<file path="config.mk">
export PLATFORM = sky130hd
export DESIGN_NAME = shift_arbiter
export DESIGN_NICKNAME = d
export VERILOG_FILES = /design/src/rtl/shift_arb_pkg.sv /design/src/rtl/barrel_shifter32.sv /design/src/rtl/shift_arbiter.sv
export SDC_FILE = /design/constraint.sdc
export NUM_CORES = 1
export LEC_CHECK = 0
export BUFFER_PORTS_ARGS = -buffer_cell sky130_fd_sc_hd__buf_2
export CAP_MARGIN = 20
export CORE_ASPECT_RATIO = 0.5
export CORE_MARGIN = 2
export CORE_UTILIZATION = 42
export CTS_CLUSTER_SIZE = 25
export DETAILED_ROUTE_END_ITERATION = 6
export HOLD_SLACK_MARGIN = 0.06
export PLACE_DENSITY_LB_ADDON = 0.1
export SLEW_MARGIN = 20
export SYNTH_ARGS = -nofsm -noshare
export SYNTH_HDL_FRONTEND = slang
export SYNTH_HIERARCHICAL = 1
export SYNTH_SLANG_ARGS = --single-unit
</file>
<file path="constraint.sdc">
create_clock -name clk -period 4.3 [get_ports clk]
set_input_delay 0.645 -clock clk [delete_from_list [all_inputs] [get_ports clk]]
set_output_delay 0.645 -clock clk [all_outputs]
set_load 0.1 [all_outputs]
</file>
<file path="src/rtl/shift_arb_pkg.sv">
// Shared definitions for the two-requester shift arbiter.
package shift_arb_pkg;

  // Result-register occupancy
  typedef enum logic {
    EMPTY = 1'b0,
    FULL  = 1'b1
  } state_t;

  // Shift direction encoding on the request ports
  localparam logic DIR_LEFT  = 1'b0;
  localparam logic DIR_RIGHT = 1'b1;

  // Requester identifiers as reported on resp_id
  localparam logic REQ_ID0 = 1'b0;
  localparam logic REQ_ID1 = 1'b1;

endpackage

</file>
<file path="src/rtl/barrel_shifter32.sv">
// Logarithmic barrel shifter: logical left or right shift, zero fill.
module barrel_shifter32
  import shift_arb_pkg::*;
#(
  parameter int WIDTH = 32,
  localparam int SHAMT_W = $clog2(WIDTH)
) (
  input  logic [WIDTH-1:0]   i_data,
  input  logic [SHAMT_W-1:0] i_amount,
  input  logic               i_dir,
  output logic [WIDTH-1:0]   o_data
);

  logic [WIDTH-1:0] w_stage;

  // Each set bit of the amount shifts by its power of two, one stage per bit
  always_comb begin
    w_stage = i_data;
    for (int s = 0; s < SHAMT_W; s++) begin
      if (i_amount[s]) begin
        if (i_dir == DIR_RIGHT) begin
          w_stage = w_stage >> (1 << s);
        end else begin
          w_stage = w_stage << (1 << s);
        end
      end
    end
    o_data = w_stage;
  end

endmodule

</file>
<file path="src/rtl/shift_arbiter.sv">
// Two requesters sharing one barrel shifter through a round-robin grant
// and a single-entry result register.
module shift_arbiter
  import shift_arb_pkg::*;
#(
  parameter int WIDTH = 32,
  localparam int SHAMT_W = $clog2(WIDTH)
) (
  input  logic               clk,
  input  logic               rst_n,
  input  logic               req0_valid,
  output logic               req0_ready,
  input  logic [WIDTH-1:0]   req0_data,
  input  logic [SHAMT_W-1:0] req0_amount,
  input  logic               req0_dir,
  input  logic               req1_valid,
  output logic               req1_ready,
  input  logic [WIDTH-1:0]   req1_data,
  input  logic [SHAMT_W-1:0] req1_amount,
  input  logic               req1_dir,
  output logic               resp_valid,
  input  logic               resp_ready,
  output logic               resp_id,
  output logic [WIDTH-1:0]   resp_data
);

  state_t             r_state;
  state_t             w_next_state;
  logic               r_prio;
  logic               r_resp_id;
  logic [WIDTH-1:0]   r_resp_data;

  logic               w_free;
  logic               w_grant_id;
  logic               w_accept;
  logic [WIDTH-1:0]   w_mux_data;
  logic [SHAMT_W-1:0] w_mux_amount;
  logic               w_mux_dir;
  logic [WIDTH-1:0]   w_shifted;

  assign resp_valid = (r_state == FULL);
  assign resp_id    = r_resp_id;
  assign resp_data  = r_resp_data;

  // The slot can take a new result if it is empty or being drained this cycle;
  // on a tie the priority pointer picks, otherwise the lone valid requester wins
  assign w_free     = !resp_valid || resp_ready;
  assign w_grant_id = (req0_valid && req1_valid) ? r_prio : req1_valid;
  assign w_accept   = (req0_valid || req1_valid) && w_free;

  // Readies are held low while reset is asserted so nothing looks accepted
  assign req0_ready = rst_n && w_free && req0_valid && (w_grant_id == REQ_ID0);
  assign req1_ready = rst_n && w_free && req1_valid && (w_grant_id == REQ_ID1);

  assign w_mux_data   = (w_grant_id == REQ_ID1) ? req1_data   : req0_data;
  assign w_mux_amount = (w_grant_id == REQ_ID1) ? req1_amount : req0_amount;
  assign w_mux_dir    = (w_grant_id == REQ_ID1) ? req1_dir    : req0_dir;

  barrel_shifter32 #(
    .WIDTH (WIDTH)
  ) u_shifter (
    .i_data   (w_mux_data),
    .i_amount (w_mux_amount),
    .i_dir    (w_mux_dir),
    .o_data   (w_shifted)
  );

  // Occupancy state register
  always_ff @(posedge clk or negedge rst_n) begin
    if (!rst_n) begin
      r_state <= EMPTY;
    end else begin
      r_state <= w_next_state;
    end
  end

  // Fill on acceptance, drain only when the consumer takes it with no refill
  always_comb begin
    w_next_state = r_state;
    case (r_state)
      EMPTY: if (w_accept) w_next_state = FULL;
      FULL:  if (resp_ready && !w_accept) w_next_state = EMPTY;
      default: w_next_state = EMPTY;
    endcase
  end

  // Capture the shifted result and rotate priority away from the winner
  always_ff @(posedge clk or negedge rst_n) begin
    if (!rst_n) begin
      r_resp_data <= '0;
      r_resp_id   <= REQ_ID0;
      r_prio      <= REQ_ID0;
    end else if (w_accept) begin
      r_resp_data <= w_shifted;
      r_resp_id   <= w_grant_id;
      r_prio      <= !w_grant_id;
    end
  end

endmodule
</file>
==> flow_summary.json <==
{
  "status": "finished clean",
  "start_util": 0.430,
  "ys_seq_area_frac": 0.141,
  "numCtsBuffers": 5,
  "drt_iter0_drc": 930,
  "worst_slew_pin_slew_ns": 1.13,
  "antenna_found_initial": 1,
  "critPathMaxStageDelay_ns": 0.58,
  "synthFlopType": "dfrtp_1",
  "crit_arrival_ns": 4.06,
  "clockBufferDepth": 2,
  "drv_slew": 0,
  "p_int_mw": 1.31,
  "die_x_um": 176,
  "grt_remaining_overflow": 0,
  "cts_max_level": 2,
  "drive_above_1_share": 0.328,
  "yosysTopAreaCell": "dfrtp_1",
  "antenna_left": 0,
  "clock-sinks": 35,
  "place_congestion": 1.03,
  "most-common-layout-cells": "116 x buf_2, 99 x nor2_1, 71 x mux2i_1",
  "rrSetupSlack_ns": 0.47,
  "cp_slowest_cell": "a2111oi_0",
  "synth_cells": 766,
  "powerDensity_nw_per_um2": 443,
  "design_area_um2": 7170,
  "grt_pass1_vias": 6271,
  "syn_avg_cell_area_um2": 8.09,
  "cp_common_cell": "mux2_4",
  "yosysWarningCount": 6,
  "start_kind": "input pin",
  "chipHeight_um": 89.9,
  "path_class": "input pin to flop",
  "grt_pass1_wl_mm": 42.1,
  "portBuffers": 116,
  "r2r-end": "resp_data[18]",
  "core_um2": 14400,
  "clkTransAtPathRegs_ns": 0.05,
  "grt_start_max_net_pins": 52,
  "num_rows": 31,
  "wl_mm": 28.4,
  "dr.pass1.iters": 5,
  "fin_worst_skew_ns": 0.00363,
  "min_path_type": "input pin to asynchronous set/reset pin",
  "drv_cap": 0,
  "end_kind": "flop",
  "swShare": 0.586,
  "synth-edff-count": 0,
  "cts-root-buf": "clkbuf_16",
  "period_share": 0.894,
  "maxSlewHeadroom": 0.242,
  "power_mw": 3.17,
  "placed_area_um2": 7020,
  "crit_chain": "buf_2 > nand2b_2 > nand2_2 > mux2_4 > buf_4 > nand2_1 > a2111oi_0 > a211oi_1 > o21a_1 > o32ai_1 > mux2_4",
  "cp_top_family": "compound AO/OA/AOI/OAI gates",
  "drc": 0,
  "cp_data_required_time_ns": 4.51,
  "hold_viol_final": 0,
  "vdd_drop_max_mv": 0.186,
  "rsz0062_at_grt": "no",
  "nNetsFinal": 951,
  "die_area_um2": 15800,
  "worstPathMaxFanout": 31,
  "wl_per_cell_um": 26.6,
  "gr-usage-all-layers": 0.354,
  "timing.critical_path.buf_inv": 2,
  "clockPowerShare": 0.112,
  "period_needed_ns": 3.84,
  "ioPinCount": 117,
  "vias": 7095,
  "synthDistinctLibCells": 73,
  "ff2ff_path_depth": 10,
  "post_cts_buffers": 0,
  "fin_hold_ws_ns": 0.205,
  "p_leak_nw": 3.20,
  "setup_viol_count_final": 0,
  "power.switching_mw": 1.86,
  "syn-cell-area_um2": 6200,
  "tns_ns": 0,
  "ctsHoldBuffers": 0,
  "synth_top_area_share": 0.141,
  "timing.rr.start": "r_prio",
  "cts.repair.resized": 0,
  "clk_latency_ns": 0.27,
  "place_hpwl_mm": 22.0,
  "synthArstFlopShare": 1.00,
  "layout_commonest_cell": "buf_2",
  "p_seq_frac": 0.151,
  "synth_area_leaders": "dfrtp_1 14%, mux2_4 12%, mux2i_1 11%",
  "p_comb_frac": 0.737,
  "fmax_mhz": 260,
  "synth_nets": 847,
  "cts_tree": "built",
  "via_per_inst": 6.64,
  "synth_seq_cells": 35,
  "area_growth_pct": 15.6
}
[synthesized netlist by cell type (all sizes together), types with 4 or more instances]
cell type,n
nor2,99
mux2,76
mux2i,71
nand2,50
a21oi,47
buf,46
a211oi,43
o21ai,37
dfrtp,35
nor3,33
clkbuf,28
o22ai,21
o211ai,17
a211o,14
nand2b,12
o31ai,12
a31oi,11
nand3,10
a21o,6
a22oi,6
inv,6
mux4,6
nor2b,5
o32ai,5
or2,5
a221oi,4
a311oi,4
and2,4
and3,4
o21a,4
[registers in the layout, indices dropped and copies added, names as in the netlist]
signal	count
resp_data	32
resp_id	1
resp_valid	1
r_prio	1
[worst reg2reg max path, delay by kind of cell, from the launching register on]
| family | cells | cell delay, ns |
|---|---|---|
| buf+inv | 1 | 0.47 |
| compound gates | 4 | 1.37 |
| simple gates | 3 | 0.78 |
| mux | 2 | 0.75 |
| flops | 1 | 0.40 |
[routing by layer]
metal  wire (um)  up-vias  share of wire  global-route usage
met5           0        -              0                   0
met4         289        0          0.010              0.0468
met3        4450       33           0.16               0.145
met2       10200      541           0.36               0.428
met1       13400     3369           0.47               0.567
li1            -     3152              -                   -
[area by class of cell]
cell class,count,area [um2]
antenna,1,2.50
clock buffer,6,139
clock inverter,1,5.00
fill,1465,7260
inverter,9,33.8
multi-input combinational,648,4840
sequential,35,876
tap,198,248
timing repair buffer,171,1020
[logic make-up (layout without fill, tap and decap cells)]
kind of cell,after synthesis,in the layout,synth area share
AO/OA/AOI/OAI,260,260,0.303
buffers and inverters,83,187,0.0783
flip-flops,35,35,0.141
multiplexers,153,153,0.305
other,0,1,0
AND/OR/NAND/NOR,235,235,0.173
[worst max path at each step]
stage | cells past startpoint | endpoint | slack [ns] | start
6_report | 11 | resp_data[18] | 0.46 | req0_valid
5_1_grt | 10 | resp_data[18] | 0.42 | r_prio
4_1_cts | 11 | resp_data[18] | 0.63 | req0_valid
3_5_place_dp | 11 | resp_data[18] | 0.35 | req0_valid
3_3_place_gp | 10 | resp_data[26] | 0.34 | req0_valid
2_1_floorplan | 15 | resp_data[31] | 1.14 | req0_valid
[power groups by stage]
stage / Sequential (mW) / Combinational [mW] / Clock [mW]
after global placement: 0.482 / 2.27 / 0
after detailed placement: 0.483 / 2.26 / 0
after CTS: 0.479 / 2.27 / 0.365
after floorplan: 1.13 / 1.04 / 0
final: 0.479 / 2.34 / 0.356
after global routing: 0.491 / 2.42 / 0.381
[per-stage QoR]
stage / cells / worst slack [ns] / util
after floorplan: 766 / 1.14 / -
after detailed placement: 1061 / 0.347 / 0.486
after CTS: 1068 / 0.628 / 0.496
after global routing: 1068 / 0.423 / 0.496
after global placement: 1061 / 0.339 / 0.486
final: 1069 / 0.457 / 0.497
Power figures use the tool's default switching activity.
